### src/rtl/mem_skew_reader_pkg.sv
// Shared constants and state encoding for the skewed operand-memory reader.
package mem_skew_reader_pkg;

  localparam int DATA_WIDTH = 8;
  localparam int N          = 4;
  localparam int ROW_SEL_W  = 2;
  localparam int STEP_W     = 3;

  localparam logic [STEP_W-1:0] LAST_STEP = STEP_W'(2 * N - 2);

  typedef enum logic [1:0] {
    IDLE = 2'd0,
    FEED = 2'd1,
    DONE = 2'd2
  } state_t;

endpackage

### src/rtl/mem_skew_reader_if.sv
// Controller, memory-read and array-edge signals of the skewed reader.
// Handshake: start is a one-cycle request honoured only while the reader is idle and
// hold is low; busy covers the whole pass, and done pulses once (stretched by hold).
interface mem_skew_reader_if import mem_skew_reader_pkg::*; #(
  parameter int DATA_WIDTH = mem_skew_reader_pkg::DATA_WIDTH
);
  logic                      start;
  logic                      hold;
  logic                      busy;
  logic                      done;
  logic [N-1:0]              mem_read_enable;
  logic [N*ROW_SEL_W-1:0]    mem_read_elem;
  logic [N*DATA_WIDTH-1:0]   mem_data;
  logic [N*DATA_WIDTH-1:0]   feed_data;
  logic [N-1:0]              feed_valid;

  // The reader side.
  modport master (
    input  start, hold, mem_data,
    output busy, done, mem_read_enable, mem_read_elem, feed_data, feed_valid
  );

  // Controller, memory and array edge seen together.
  modport slave (
    output start, hold, mem_data,
    input  busy, done, mem_read_enable, mem_read_elem, feed_data, feed_valid
  );
endinterface

### src/rtl/mem_skew_reader_skew_lane.sv
// One memory column: derives its skewed row from the shared step and registers
// the returned operand with its valid flag, frozen while hold is high.
module skew_lane import mem_skew_reader_pkg::*; #(
  parameter int DATA_WIDTH = mem_skew_reader_pkg::DATA_WIDTH,
  parameter int COL        = 0
) (
  input  logic                  clk,
  input  logic                  rst_n,
  input  logic                  feed_en,
  input  logic                  hold,
  input  logic [STEP_W-1:0]     step,
  input  logic [DATA_WIDTH-1:0] rd_data,
  output logic                  rd_en,
  output logic [ROW_SEL_W-1:0]  rd_row,
  output logic [DATA_WIDTH-1:0] feed_data,
  output logic                  feed_valid
);

  logic [STEP_W-1:0] col_idx;
  logic [STEP_W-1:0] diff;

  assign col_idx = STEP_W'(COL);
  assign diff    = step - col_idx;

  // Column COL is active on steps COL..COL+N-1, reading row step-COL.
  assign rd_en  = feed_en && (step >= col_idx) && (diff <= STEP_W'(N - 1));
  assign rd_row = rd_en ? diff[ROW_SEL_W-1:0] : '0;

  always_ff @(posedge clk or negedge rst_n) begin
    if (!rst_n) begin
      feed_valid <= 1'b0;
      feed_data  <= '0;
    end else if (!hold) begin
      feed_valid <= rd_en;
      feed_data  <= rd_en ? rd_data : '0;
    end
  end

endmodule

### src/rtl/mem_skew_reader.sv
// Read sequencer that walks the 4x4 operand memory in diagonal-skewed order
// and presents the wavefront, with per-column valids, to the array edge.
module mem_skew_reader import mem_skew_reader_pkg::*; #(
  parameter int DATA_WIDTH = mem_skew_reader_pkg::DATA_WIDTH
) (
  input  logic                 clk,
  input  logic                 rst_n,
  mem_skew_reader_if.master    bus,
  output state_t               state_dbg
);

  state_t              state_q, state_d;
  logic [STEP_W-1:0]   step_q, step_d;
  logic                feed_en;

  always_ff @(posedge clk or negedge rst_n) begin
    if (!rst_n) begin
      state_q <= IDLE;
      step_q  <= '0;
    end else begin
      state_q <= state_d;
      step_q  <= step_d;
    end
  end

  // hold freezes every state, including DONE so the done pulse stretches.
  always_comb begin
    state_d = state_q;
    step_d  = step_q;
    unique case (state_q)
      IDLE: begin
        if (bus.start && !bus.hold) begin
          state_d = FEED;
          step_d  = '0;
        end
      end
      FEED: begin
        if (!bus.hold) begin
          if (step_q == LAST_STEP) begin
            state_d = DONE;
            step_d  = '0;
          end else begin
            step_d = step_q + STEP_W'(1);
          end
        end
      end
      DONE: begin
        if (!bus.hold) state_d = IDLE;
      end
      default: begin
        state_d = IDLE;
        step_d  = '0;
      end
    endcase
  end

  assign feed_en   = (state_q == FEED);
  assign bus.busy  = (state_q != IDLE);
  assign bus.done  = (state_q == DONE);
  assign state_dbg = state_q;

  for (genvar i = 0; i < N; i++) begin : g_lane
    skew_lane #(
      .DATA_WIDTH (DATA_WIDTH),
      .COL        (i)
    ) u_lane (
      .clk        (clk),
      .rst_n      (rst_n),
      .feed_en    (feed_en),
      .hold       (bus.hold),
      .step       (step_q),
      .rd_data    (bus.mem_data[i*DATA_WIDTH +: DATA_WIDTH]),
      .rd_en      (bus.mem_read_enable[i]),
      .rd_row     (bus.mem_read_elem[i*ROW_SEL_W +: ROW_SEL_W]),
      .feed_data  (bus.feed_data[i*DATA_WIDTH +: DATA_WIDTH]),
      .feed_valid (bus.feed_valid[i])
    );
  end

endmodule

### src/flat_wrapper.sv
// flat-port wrapper written by rule: the top's interface ports become plain ports
module mem_skew_reader_flat import mem_skew_reader_pkg::*;
#(
  parameter int DATA_WIDTH = mem_skew_reader_pkg::DATA_WIDTH
)
  (clk, rst_n, state_dbg, bus_start, bus_hold, bus_mem_data, bus_busy, bus_done, bus_mem_read_enable, bus_mem_read_elem, bus_feed_data, bus_feed_valid);
  mem_skew_reader_if #(.DATA_WIDTH(DATA_WIDTH)) bus_i ();
  input  logic clk;
  input  logic rst_n;
  output state_t state_dbg;
  input wire logic [$bits(bus_i.start)-1:0] bus_start;
  input wire logic [$bits(bus_i.hold)-1:0] bus_hold;
  input wire logic [$bits(bus_i.mem_data)-1:0] bus_mem_data;
  output wire logic [$bits(bus_i.busy)-1:0] bus_busy;
  output wire logic [$bits(bus_i.done)-1:0] bus_done;
  output wire logic [$bits(bus_i.mem_read_enable)-1:0] bus_mem_read_enable;
  output wire logic [$bits(bus_i.mem_read_elem)-1:0] bus_mem_read_elem;
  output wire logic [$bits(bus_i.feed_data)-1:0] bus_feed_data;
  output wire logic [$bits(bus_i.feed_valid)-1:0] bus_feed_valid;
  assign bus_i.start = bus_start;
  assign bus_i.hold = bus_hold;
  assign bus_i.mem_data = bus_mem_data;
  assign bus_busy = bus_i.busy;
  assign bus_done = bus_i.done;
  assign bus_mem_read_enable = bus_i.mem_read_enable;
  assign bus_mem_read_elem = bus_i.mem_read_elem;
  assign bus_feed_data = bus_i.feed_data;
  assign bus_feed_valid = bus_i.feed_valid;
  mem_skew_reader #(.DATA_WIDTH(DATA_WIDTH)) u_core (.clk(clk), .rst_n(rst_n), .bus(bus_i), .state_dbg(state_dbg));
endmodule
### config.mk
export PLATFORM = sky130hd
export DESIGN_NAME = mem_skew_reader_flat
export DESIGN_NICKNAME = d
export VERILOG_FILES = /design/src/rtl/mem_skew_reader_pkg.sv /design/src/rtl/mem_skew_reader_if.sv /design/src/rtl/mem_skew_reader_skew_lane.sv /design/src/rtl/mem_skew_reader.sv /design/src/flat_wrapper.sv
export SDC_FILE = /design/constraint.sdc
export NUM_CORES = 1
export LEC_CHECK = 0
export BUFFER_PORTS_ARGS = -buffer_cell sky130_fd_sc_hd__buf_4
export CORE_MARGIN = 2
export CORE_UTILIZATION = 38
export CTS_BUF_LIST = sky130_fd_sc_hd__clkbuf_4
export CTS_CLUSTER_SIZE = 10
export DETAILED_ROUTE_END_ITERATION = 6
export GPL_TIMING_DRIVEN = 0
export PLACE_DENSITY = 0.66
export SLEW_MARGIN = 20
export SYNTH_ARGS = -nofsm -noshare
export SYNTH_HDL_FRONTEND = slang
export SYNTH_SLANG_ARGS = --single-unit
### constraint.sdc
create_clock -name clk -period 5.4 [get_ports clk]
set_input_delay 0.27 -clock clk [delete_from_list [all_inputs] [get_ports clk]]
set_output_delay 0.27 -clock clk [all_outputs]
set_load 0.02 [all_outputs]
==> results.py <==
metrics = {
    "clock_tree": {
        "clock_path_buffers": 2,
        "clock_latency_ns": 0.35,
        "cts_tree": "done",
        "cts-buffers-inserted": 5,
        "clkSinkCount": 41,
        "cts.clk_slew.worst_paths_ns": 0.12,
        "cts_root_buffer": "clkbuf_4",
        "htree_num_levels": 2,
        "cts_setup_buffers": 0,
    },
    "critical_path": {
        "critPathLaunch": "u_core.step_q[0]",
        "required_ns": 5.13,
        "worst_setup_path_start_kind": "flop",
        "cp-end-kind": "output pin",
        "r2r_slack_ns": 3.39,
        "r2r-start": "u_core.step_q[0]",
        "critical_path_arrival_ns": 2.45,
        "crit_fanout": 10,
        "path_class": "flop to output pin",
    },
    "global_route": {
        "grt_max_degree": 42,
        "gr-total-overflow": 0,
        "track_usage": 0.1724,
        "grt_pass1_wl_mm": 8.390,
        "grt_pass1_vias": 1692,
        "antenna_found_initial": 0,
    },
    "route": {
        "drt-vias-per-instance": 4.654,
        "ant_nets": 0,
        "drt_iter0_drc": 69,
        "wl_per_cell_microns": 13.50,
        "first_pass_iters": 4,
        "routed_wirelength_mm": 5.185,
        "num_vias": 1787,
        "drc_errors": 0,
    },
    "layout": {
        "diodes": 0,
        "nets": 356,
        "stdcell_count": 384,
        "drive_gt1_frac": 0.4038,
        "syn_to_final_growth_pct": 38.00,
    },
    "power": {
        "vdd_drop_max_mv": 0.2284,
        "power_density_nw_per_um2": 533.3,
        "pwr-share-clk": 0.097,
        "p_sw_frac": 0.4480,
        "p_sw_mw": 0.7013,
        "p_leak_nw": 1.538,
        "finalPower_mw": 1.566,
        "p_seq_frac": 0.298,
        "power.internal_mw": 0.8642,
        "pwr-share-comb": 0.604,
    },
    "synthesis": {
        "post_synth_inst_count": 216,
        "synth_top_area_frac": 0.4824,
        "synth_edf_count": 0,
        "yosys-top-cells-count": "nand2_1 (46), dfrtp_1 (41), o21ai_1 (17)",
        "avgSynthCellArea_sq_um": 9.847,
        "syn_nets": 261,
        "synth.area.top_cells": "dfrtp_1 (48%), nand2_1 (8.1%), ha_1 (5.3%), o41ai_2 (4.6%), a22o_1 (4.1%)",
        "synth.most_common_cell": "nand2_1",
        "ys_types": 33,
        "ys.flop_type": "dfrtp_1",
        "async_flop_share": 1.000,
        "ys_ff_latch": 41,
        "synth_top_area_cell": "dfrtp_1",
        "yosysSeqAreaShare": 0.4824,
        "synth_area_sq_um": 2127,
        "synth-warning-count": 0,
    },
    "timing": {
        "fin_crit_sh": 0.5044,
        "hold_viol_final": 0,
        "tightest_slew_ns": 0.5251,
        "finalMaxSlewViolations": 0,
        "layout_setup_ws_ns": 2.676,
        "max_freq_mhz": 367.2,
        "relSlewSlack": 0.6499,
        "clock_skew_ns": 0.009921,
        "setup_viol": 0,
        "rsz0062_at_grt": "false",
        "fin_setup_tns_ns": 0,
        "fin_crit_ns": 2.724,
    },
    "floorplanning": {
        "die_x_microns": 78.82,
        "start_util": 0.3911,
        "fp.dieArea_sq_um": 6212,
        "die_h_microns": 78.82,
        "rows": 27,
        "fp.coreArea_sq_um": 5439,
        "pin_count": 88,
    },
    "placed_design": {
        "gp_congestion": 0.7875,
        "dp_slack_ns": 3.051,
        "dp.final_hpwl_mm": 3.864,
        "placedCellCount": 375,
        "port_buffers": 87,
    },
    "run_status": {
        "status": "complete, no violations",
    },
    "min_path": {
        "hp-start": "bus_mem_data[20]",
        "hold_class": "input pin to flop",
    },
    "run": {
        "drv_cap": 0,
    },
}
## critical path: stages (launching register included)
cell       delay, ns
dfrtp_1         0.42
buf_4           0.18
inv_1           0.19
ha_1            0.28
nor2_1          0.09
a2111oi_4       0.45
buf_6           0.20
and2_1          0.15
buf_4           0.14
## sequential cells by signal (all words and copies together), names as in the netlist
register / count
u_core.g_lane.u_lane.feed_data: 32
u_core.g_lane.u_lane.feed_valid: 4
u_core.state_dbg: 2
u_core.step_q: 3
## cells in the final DEF, fill, tap and decap left out, types with 3 or more instances in the layout
cell / netlist / routed
buf_4: 9 / 96
nand2_1: 46 / 46
dfrtp_1: 41 / 41
o21ai_1: 17 / 17
inv_1: 13 / 13
nor2b_1: 12 / 12
a22o_1: 10 / 10
ha_1: 9 / 9
nor2_1: 8 / 8
buf_2: 6 / 6
o41ai_2: 6 / 6
clkbuf_4: 0 / 6
clkbuf_1: 4 / 4
o21ai_0: 4 / 4
buf_6: 3 / 3
nor3_1: 3 / 3
a21oi_1: 3 / 3
## power by group through the flow
stage / clock network [mW] / logic (mW) / registers [mW]
4_1_cts: 0.159 / 0.956 / 0.466
3_3_place_gp: 0 / 0.944 / 0.470
6_report: 0.152 / 0.946 / 0.467
3_5_place_dp: 0 / 0.953 / 0.473
2_1_floorplan: 0 / 0.523 / 0.557
5_1_grt: 0.175 / 1.03 / 0.479
## metrics by stage
| stage | hold WS, ns | instance area [sq um] | util |
|---|---|---|---|
| 2_1_floorplan | -0.02559 | 2127 | - |
| 3_3_place_gp | 0.2882 | 2870 | 0.5277 |
| 3_5_place_dp | 0.2858 | 2870 | 0.5277 |
| 4_1_cts | 0.1315 | 2935 | 0.5397 |
| 5_1_grt | 0.1200 | 2935 | 0.5397 |
| 6_report | 0.1436 | 2935 | 0.5397 |
## final cells by class
| type | count | area (sq um) |
|---|---|---|
| flip-flops and latches | 41 | 1026 |
| plain buffers | 22 | 146.4 |
| fillers | 508 | 2504 |
| well taps | 72 | 90.09 |
| inverters | 15 | 56.30 |
| clock buffers | 6 | 45.04 |
| repair buffers | 88 | 663.1 |
| clock inverters | 2 | 10.01 |
| multi-input cells | 138 | 898.4 |
## layer usage
metal / global-route usage / part of all wire
met1: 0.2290 / 0.45
met2: 0.2932 / 0.50
met3: 0.03182 / 0.033
met4: 0.04138 / 0.010
met5: 0 / 0
## worst paths after layout
| check | end | cells past startpoint |
|---|---|---|
| max | bus_mem_read_elem[6] | 8 |
| min | u_core.g_lane[2].u_lane.feed_data[4] | 3 |
| max reg2reg | u_core.g_lane[3].u_lane.feed_data[4] | 7 |
| min reg2reg | u_core.g_lane[1].u_lane.feed_data[0] | 2 |
| max in group asynchronous | u_core.g_lane[0].u_lane.feed_data[1] | 2 |
| min in group asynchronous | u_core.g_lane[1].u_lane.feed_data[1] | 2 |
## cells by family after synthesis
| group | Yosys count | share of synthesized area |
|---|---|---|
| adders and majority gates | 9 | 0.05294 |
| xor gates and xnor gates | 1 | 0.004118 |
| buffers and inverters | 37 | 0.09529 |
| AOI/OAI and AO/OA | 49 | 0.1888 |
| DFF | 41 | 0.4824 |
| and+or+nand+nor | 77 | 0.1665 |
| muxes | 2 | 0.01000 |
## what timing repair did
| action | 4_1_cts | 5_1_grt |
|---|---|---|
| hold buffers | 1 | 0 |
| resized for setup | 0 | 0 |
| hold endpoints to repair | 41 | 0 |
Power figures use the tool's default switching activity.
